**src/rtl/key_reader_pkg.sv**
```systemverilog
// key_reader_pkg: key index constants, display state type and the LED presentation shared with the display side.
package key_reader_pkg;

   localparam int unsigned NUM_KEYS  = 4;
   localparam int unsigned LED_W     = 10;

   localparam int unsigned KEY_CLEAR = 3;
   localparam int unsigned KEY_HOLD  = 2;
   localparam int unsigned KEY_LOAD  = 1;
   localparam int unsigned KEY_STEP  = 0;

   typedef logic [1:0] disp_state_t;

   localparam logic [LED_W-1:0] LEDR_RESET = 10'b00_0000_0001;

   // {s, held levels, one-hot of s}
   function automatic logic [LED_W-1:0] led_decode(input disp_state_t s,
                                                   input logic [NUM_KEYS-1:0] held);
      logic [3:0] onehot;
      onehot = 4'b0001 << s;
      return {s, held, onehot};
   endfunction

endpackage

```
**src/rtl/key_debounce.sv**
```systemverilog
// key_debounce: 2-flop synchronizer, stability counter and press-edge detect for one active-low pushbutton.
module key_debounce #(
   parameter int unsigned DEBOUNCE_CYCLES = 1_000_000
) (
   input  logic clk,
   input  logic rst,
   input  logic key,
   output logic level,
   output logic press_c
);

   localparam int unsigned     CNT_W    = $clog2(DEBOUNCE_CYCLES);
   localparam logic [CNT_W-1:0] CNT_LAST = CNT_W'(DEBOUNCE_CYCLES - 1);

   logic             sync_a;
   logic             sync_b;
   logic             level_d;
   logic [CNT_W-1:0] cnt;

   // Bring the raw pin into the clock domain; idles released.
   always_ff @(posedge clk or posedge rst) begin
      if (rst) begin
         sync_a <= 1'b1;
         sync_b <= 1'b1;
      end else begin
         sync_a <= key;
         sync_b <= sync_a;
      end
   end

   // Accept the synchronized level only after it has disagreed for DEBOUNCE_CYCLES cycles.
   always_ff @(posedge clk or posedge rst) begin
      if (rst) begin
         cnt   <= '0;
         level <= 1'b1;
      end else if (sync_b == level) begin
         cnt <= '0;
      end else if (cnt == CNT_LAST) begin
         level <= sync_b;
         cnt   <= '0;
      end else begin
         cnt <= cnt + CNT_W'(1);
      end
   end

   // Previous debounced level for edge detection.
   always_ff @(posedge clk or posedge rst) begin
      if (rst) level_d <= 1'b1;
      else     level_d <= level;
   end

   assign press_c = level_d & ~level;

endmodule

```
**src/rtl/key_reader.sv**
```systemverilog
// key_reader: conditions KEY[3:0] into one-cycle press events and steps/loads/clears a 2-bit display state.
// Optional build macro: KEY_AUTOREPEAT_EN adds auto-repeat on KEY[0] every REPEAT_CYCLES while held.
module key_reader
   import key_reader_pkg::*;
#(
   parameter int unsigned DEBOUNCE_CYCLES = 1_000_000,
   parameter int unsigned REPEAT_CYCLES   = 25_000_000
) (
   input  logic                CLOCK_50,
   input  logic                RESET,
   input  logic [NUM_KEYS-1:0] KEY,
   input  logic [9:0]          SW,
   output logic [NUM_KEYS-1:0] key_press,
   output logic [1:0]          state,
   output logic [LED_W-1:0]    LEDR
);

   logic [NUM_KEYS-1:0] level;
   logic [NUM_KEYS-1:0] press_c;
   logic [NUM_KEYS-1:0] press_next;
   disp_state_t         state_next;

   // One conditioner per pushbutton.
   for (genvar i = 0; i < NUM_KEYS; i++) begin : g_key
      key_debounce #(
         .DEBOUNCE_CYCLES (DEBOUNCE_CYCLES)
      ) u_debounce (
         .clk     (CLOCK_50),
         .rst     (RESET),
         .key     (KEY[i]),
         .level   (level[i]),
         .press_c (press_c[i])
      );
   end

`ifdef KEY_AUTOREPEAT_EN
   localparam int unsigned     REP_W    = $clog2(REPEAT_CYCLES);
   localparam logic [REP_W-1:0] REP_LAST = REP_W'(REPEAT_CYCLES - 1);

   logic [REP_W-1:0] rep_cnt;
   logic             rep_hit;

   assign rep_hit = ~level[KEY_STEP] & ~press_c[KEY_STEP] & (rep_cnt == REP_LAST);

   // Repeat timer: restarts on the initial press, runs while held, clears on release.
   always_ff @(posedge CLOCK_50 or posedge RESET) begin
      if (RESET)                                               rep_cnt <= '0;
      else if (level[KEY_STEP] | press_c[KEY_STEP] | rep_hit)  rep_cnt <= '0;
      else                                                     rep_cnt <= rep_cnt + REP_W'(1);
   end

   // Merge repeat events into the step key.
   always_comb begin
      press_next           = press_c;
      press_next[KEY_STEP] = press_c[KEY_STEP] | rep_hit;
   end
`else
   assign press_next = press_c;
`endif

   // SW[7:1] carry no function; REPEAT_CYCLES matters only with auto-repeat.
   logic unused_bits;
   assign unused_bits = ^{SW[7:1], 32'(REPEAT_CYCLES)};

   // Next display state from last cycle's presses, highest-priority key wins.
   always_comb begin
      state_next = state;
      if (key_press[KEY_CLEAR]) begin
         state_next = 2'b00;
      end else if (key_press[KEY_LOAD]) begin
         state_next = SW[9:8];
      end else if (key_press[KEY_STEP]) begin
         state_next = SW[0] ? state - 2'd1 : state + 2'd1;
      end
   end

   // Output registers: press pulses, display state and LED presentation.
   always_ff @(posedge CLOCK_50 or posedge RESET) begin
      if (RESET) begin
         key_press <= '0;
         state     <= 2'b00;
         LEDR      <= LEDR_RESET;
      end else begin
         key_press <= press_next;
         state     <= state_next;
         LEDR      <= led_decode(state_next, ~level);
      end
   end

endmodule
```
**config.mk**
```make
export PLATFORM = sky130hd
export DESIGN_NAME = key_reader
export DESIGN_NICKNAME = d
export VERILOG_FILES = /design/src/rtl/key_reader_pkg.sv /design/src/rtl/key_debounce.sv /design/src/rtl/key_reader.sv
export SDC_FILE = /design/constraint.sdc
export NUM_CORES = 1
export LEC_CHECK = 0
export BUFFER_PORTS_ARGS = -buffer_cell sky130_fd_sc_hd__buf_2
export CAP_MARGIN = 40
export CORE_UTILIZATION = 29
export CTS_CLUSTER_DIAMETER = 40
export CTS_CLUSTER_SIZE = 12
export DETAILED_ROUTE_END_ITERATION = 6
export HOLD_SLACK_MARGIN = 0.15
export PLACE_DENSITY = 0.51
export RECOVER_POWER = 25
export SLEW_MARGIN = 20
export SYNTH_ARGS = -nofsm -noshare
export SYNTH_HDL_FRONTEND = slang
export SYNTH_HIERARCHICAL = 1
export SYNTH_SLANG_ARGS = --single-unit
```
**constraint.sdc**
```tcl
create_clock -name CLOCK_50 -period 2.1 [get_ports CLOCK_50]
set_input_delay 0.105 -clock CLOCK_50 [delete_from_list [all_inputs] [get_ports CLOCK_50]]
set_output_delay 0.105 -clock CLOCK_50 [all_outputs]
set_load 0.01 [all_outputs]
```
==> impl_metrics.env <==
export IMPL_place_area_um2=5680
export IMPL_async_flop_share_pct=100
export IMPL_yosysMostFrequentCell="dfrtp_1"
export IMPL_clk_pin_slew_ps=70
export IMPL_wirelength_mm=10.1
export IMPL_yosysWarningCount=6
export IMPL_worstPathRequired_ps=2370
export IMPL_die_w_um=136
export IMPL_io_pins=32
export IMPL_worstSkewPairLatency_ps=350
export IMPL_gp_congestion=0.767
export IMPL_grt_pass1_wl_mm=17.7
export IMPL_postCtsSetupBuffers=0
export IMPL_cp_end_kind="register"
export IMPL_diodes=0
export IMPL_netlist_instances=480
export IMPL_pre_cts_ws_ps=211
export IMPL_setup_ws_ps=205
export IMPL_leakage_nw=2.51
export IMPL_final_setup_viol_count=0
export IMPL_whs_path_depth=3
export IMPL_netlist_area_leader_share_pct=44.5
export IMPL_worst_clock_skew_ps=4.21
export IMPL_critPathKind="register to register"
export IMPL_worstPathArrival_ps=2170
export IMPL_antenna_found_initial=0
export IMPL_drtAntennaViolNets=0
export IMPL_path_cells="ha_1 -> nand4_1 -> or2_2 -> or4_1 -> a21oi_1"
export IMPL_drtPass1Iterations=4
export IMPL_netlist_top_cells_count="dfrtp_1 (93), nor2_1 (65), nand2_1 (30), xor2_1 (30), xnor2_1 (28)"
export IMPL_worstPathMaxFanout=5
export IMPL_grt_use_total_pct=12.1
export IMPL_grt_pass1_vias=3619
export IMPL_final_area_um2=6040
export IMPL_reg2reg_to="g_key[1].u_debounce/cnt[18]"
export IMPL_cts_buffer_depth=2
export IMPL_cts_sinks=110
export IMPL_dr_first_iter_drc_count=211
export IMPL_ys_flop_type="dfrtp_1"
export IMPL_yosysUniqueCellTypes=43
export IMPL_cts_tree="done"
export IMPL_status="complete, no violations"
export IMPL_crit_path_max_incr_delay_ps=470
export IMPL_syn_area_um2=5230
export IMPL_drc=0
export IMPL_synth_seq_area_share_pct=53.0
export IMPL_hp_class="primary input to register"
export IMPL_reg2reg_slack_ps=200
export IMPL_synth_area_leaders="dfrtp_1 (44%), dfstp_2 (8.5%), xor2_1 (5.0%)"
export IMPL_core_um2=17500
export IMPL_drive_gt1_share_pct=18.9
export IMPL_min_to="LEDR[8]"
export IMPL_portBuffers=24
export IMPL_start_kind="register"
export IMPL_worst_slew_pin_slew_ps=1320
export IMPL_syn2layout_area_growth_pct=15.6
export IMPL_fp_row_count=48
export IMPL_viasPerCell=4.92
export IMPL_fin_cells=755
export IMPL_hold_violations=0
export IMPL_min_from="SW[8]"
export IMPL_powerDensity_nw_per_um2=688
export IMPL_slew_violations=0
export IMPL_ys_seq_elements=110
export IMPL_synth_edf_count=0
export IMPL_maxCapViolCount=0
export IMPL_chipHeight_um=136
export IMPL_synth_top_cell_by_area="dfrtp_1"
export IMPL_start_util_pct=29.9
export IMPL_slowest_stage="or4_1"
export IMPL_max_slew_margin_pct=12.1
export IMPL_timing_hold_ws_ps=202
export IMPL_rr_worst_depth=5
export IMPL_dp_hpwl_mm=7.29
export IMPL_min_period_over_period_pct=90.3
export IMPL_num_vias=3718
export IMPL_syn_area_per_cell_um2=10.9
export IMPL_die_area_um2=18600
export IMPL_numCtsBuffers=9
export IMPL_rsz0062_at_grt="no"
export IMPL_grt_start_max_net_pins=25
export IMPL_setup_tns_ps=0
export IMPL_wl_per_cell_um=13.3
export IMPL_fmax_mhz=528
export IMPL_period_needed_ps=1900
export IMPL_clockRootBuffer="clkbuf_16"
export IMPL_reg2reg_from="g_key[1].u_debounce/cnt[0]"
export IMPL_dp_cells=734
export IMPL_ir_worst_vdd_uv=525
export IMPL_cts_max_level=3
export IMPL_grt_ovfl_total=0
export IMPL_syn_nets=500
export IMPL_final_nets=545
-- flip-flops by register name (all words and copies together) (netlist names) --
name	cells
g_key.u_debounce/cnt	80
LEDR	10
g_key.u_debounce/sync_a	4
key_press	4
g_key.u_debounce/level	4
g_key.u_debounce/sync_b	4
g_key.u_debounce/level_d	4
-- cell families (layout without fill, tap and decap cells) --
logic type	count (synthesis)	count (layout)	share of synthesized area (%)
and+or+nand+nor	230	230	25.5
DFF	110	110	53.0
xor gates and xnor gates	58	58	9.71
AOI/OAI and AO/OA	44	44	6.39
buffers and inverters	25	75	2.49
muxes	9	9	1.91
adders and majority gates	4	4	0.957
-- worst max-delay path, delay by kind of cell, from the launching register on --
kind | cells | cell delay, ps
and+or+nand+nor | 3 | 1030
DFF | 1 | 390
adders and majority gates | 1 | 240
AOI/OAI and AO/OA | 1 | 160
-- metal layers --
layer | vias to the layer above | global-route usage, % | part of all wire (%)
li1 | 1794 | - | -
met1 | 1883 | 16.2 | 49
met5 | - | 0 | 0
met2 | 32 | 19.0 | 47
met4 | 0 | 3.52 | 1.0
met3 | 9 | 3.39 | 2.5
-- worst max-delay path by stage --
stage                               startpoint                           to  slack, ps  cells after the start
detailed placement  g_key[1].u_debounce/cnt[0]  g_key[1].u_debounce/cnt[18]        210                      5
finish              g_key[1].u_debounce/cnt[0]  g_key[1].u_debounce/cnt[18]        200                      5
floorplan           g_key[1].u_debounce/cnt[0]  g_key[1].u_debounce/cnt[18]        380                      5
global placement    g_key[1].u_debounce/cnt[0]  g_key[1].u_debounce/cnt[18]        240                      5
CTS                 g_key[1].u_debounce/cnt[0]  g_key[1].u_debounce/cnt[18]        190                      5
global route        g_key[1].u_debounce/cnt[0]  g_key[1].u_debounce/cnt[18]         30                      5
-- final cells by class --
class | instances | area, um2
Fill cell | 1773 | 11400
Timing Repair Buffer | 44 | 278
Sequential cell | 110 | 2770
Inverter | 15 | 56.3
Tap cell | 225 | 282
Multi-Input combinational cell | 345 | 2330
Clock buffer | 11 | 243
Clock inverter | 5 | 81.3
-- cells in the final DEF (no fill, tap or decap), types with 11 or more instances in the layout --
cell	Yosys	routed
nand2_1	30	30
xor2_1	30	30
nor2_1	65	65
inv_1	15	15
dfstp_2	17	13
nor4_1	11	11
nand3_1	23	23
buf_4	2	11
dfrtp_1	93	93
xnor2_1	28	28
buf_2	5	23
a21oi_1	20	20
nor3_1	12	12
nand4_1	18	18
-- power breakdown --
part           total [mW]  internal (mW)  leakage [nW]  switching, mW
clock                1.84           1.08         0.156          0.756
sequential           2.17           2.15          1.43         0.0224
combinational       0.147         0.0524         0.918         0.0951
-- metrics by stage --
| step | util (%) | power (mW) |
|---|---|---|
| 2_1_floorplan | - | 2.31 |
| 3_3_place_gp | 32.4 | 2.35 |
| 3_5_place_dp | 32.5 | 2.36 |
| 4_1_cts | 34.7 | 4.24 |
| 5_1_grt | 34.6 | 4.33 |
| 6_report | 34.6 | 4.16 |
-- repair_timing --
action                                 in CTS  in global routing
endpoints found under the hold margin      99                  0
resized for setup                           0                  0
hold buffers                                5                  0
No activity file was read; power rests on OpenSTA's default activity.
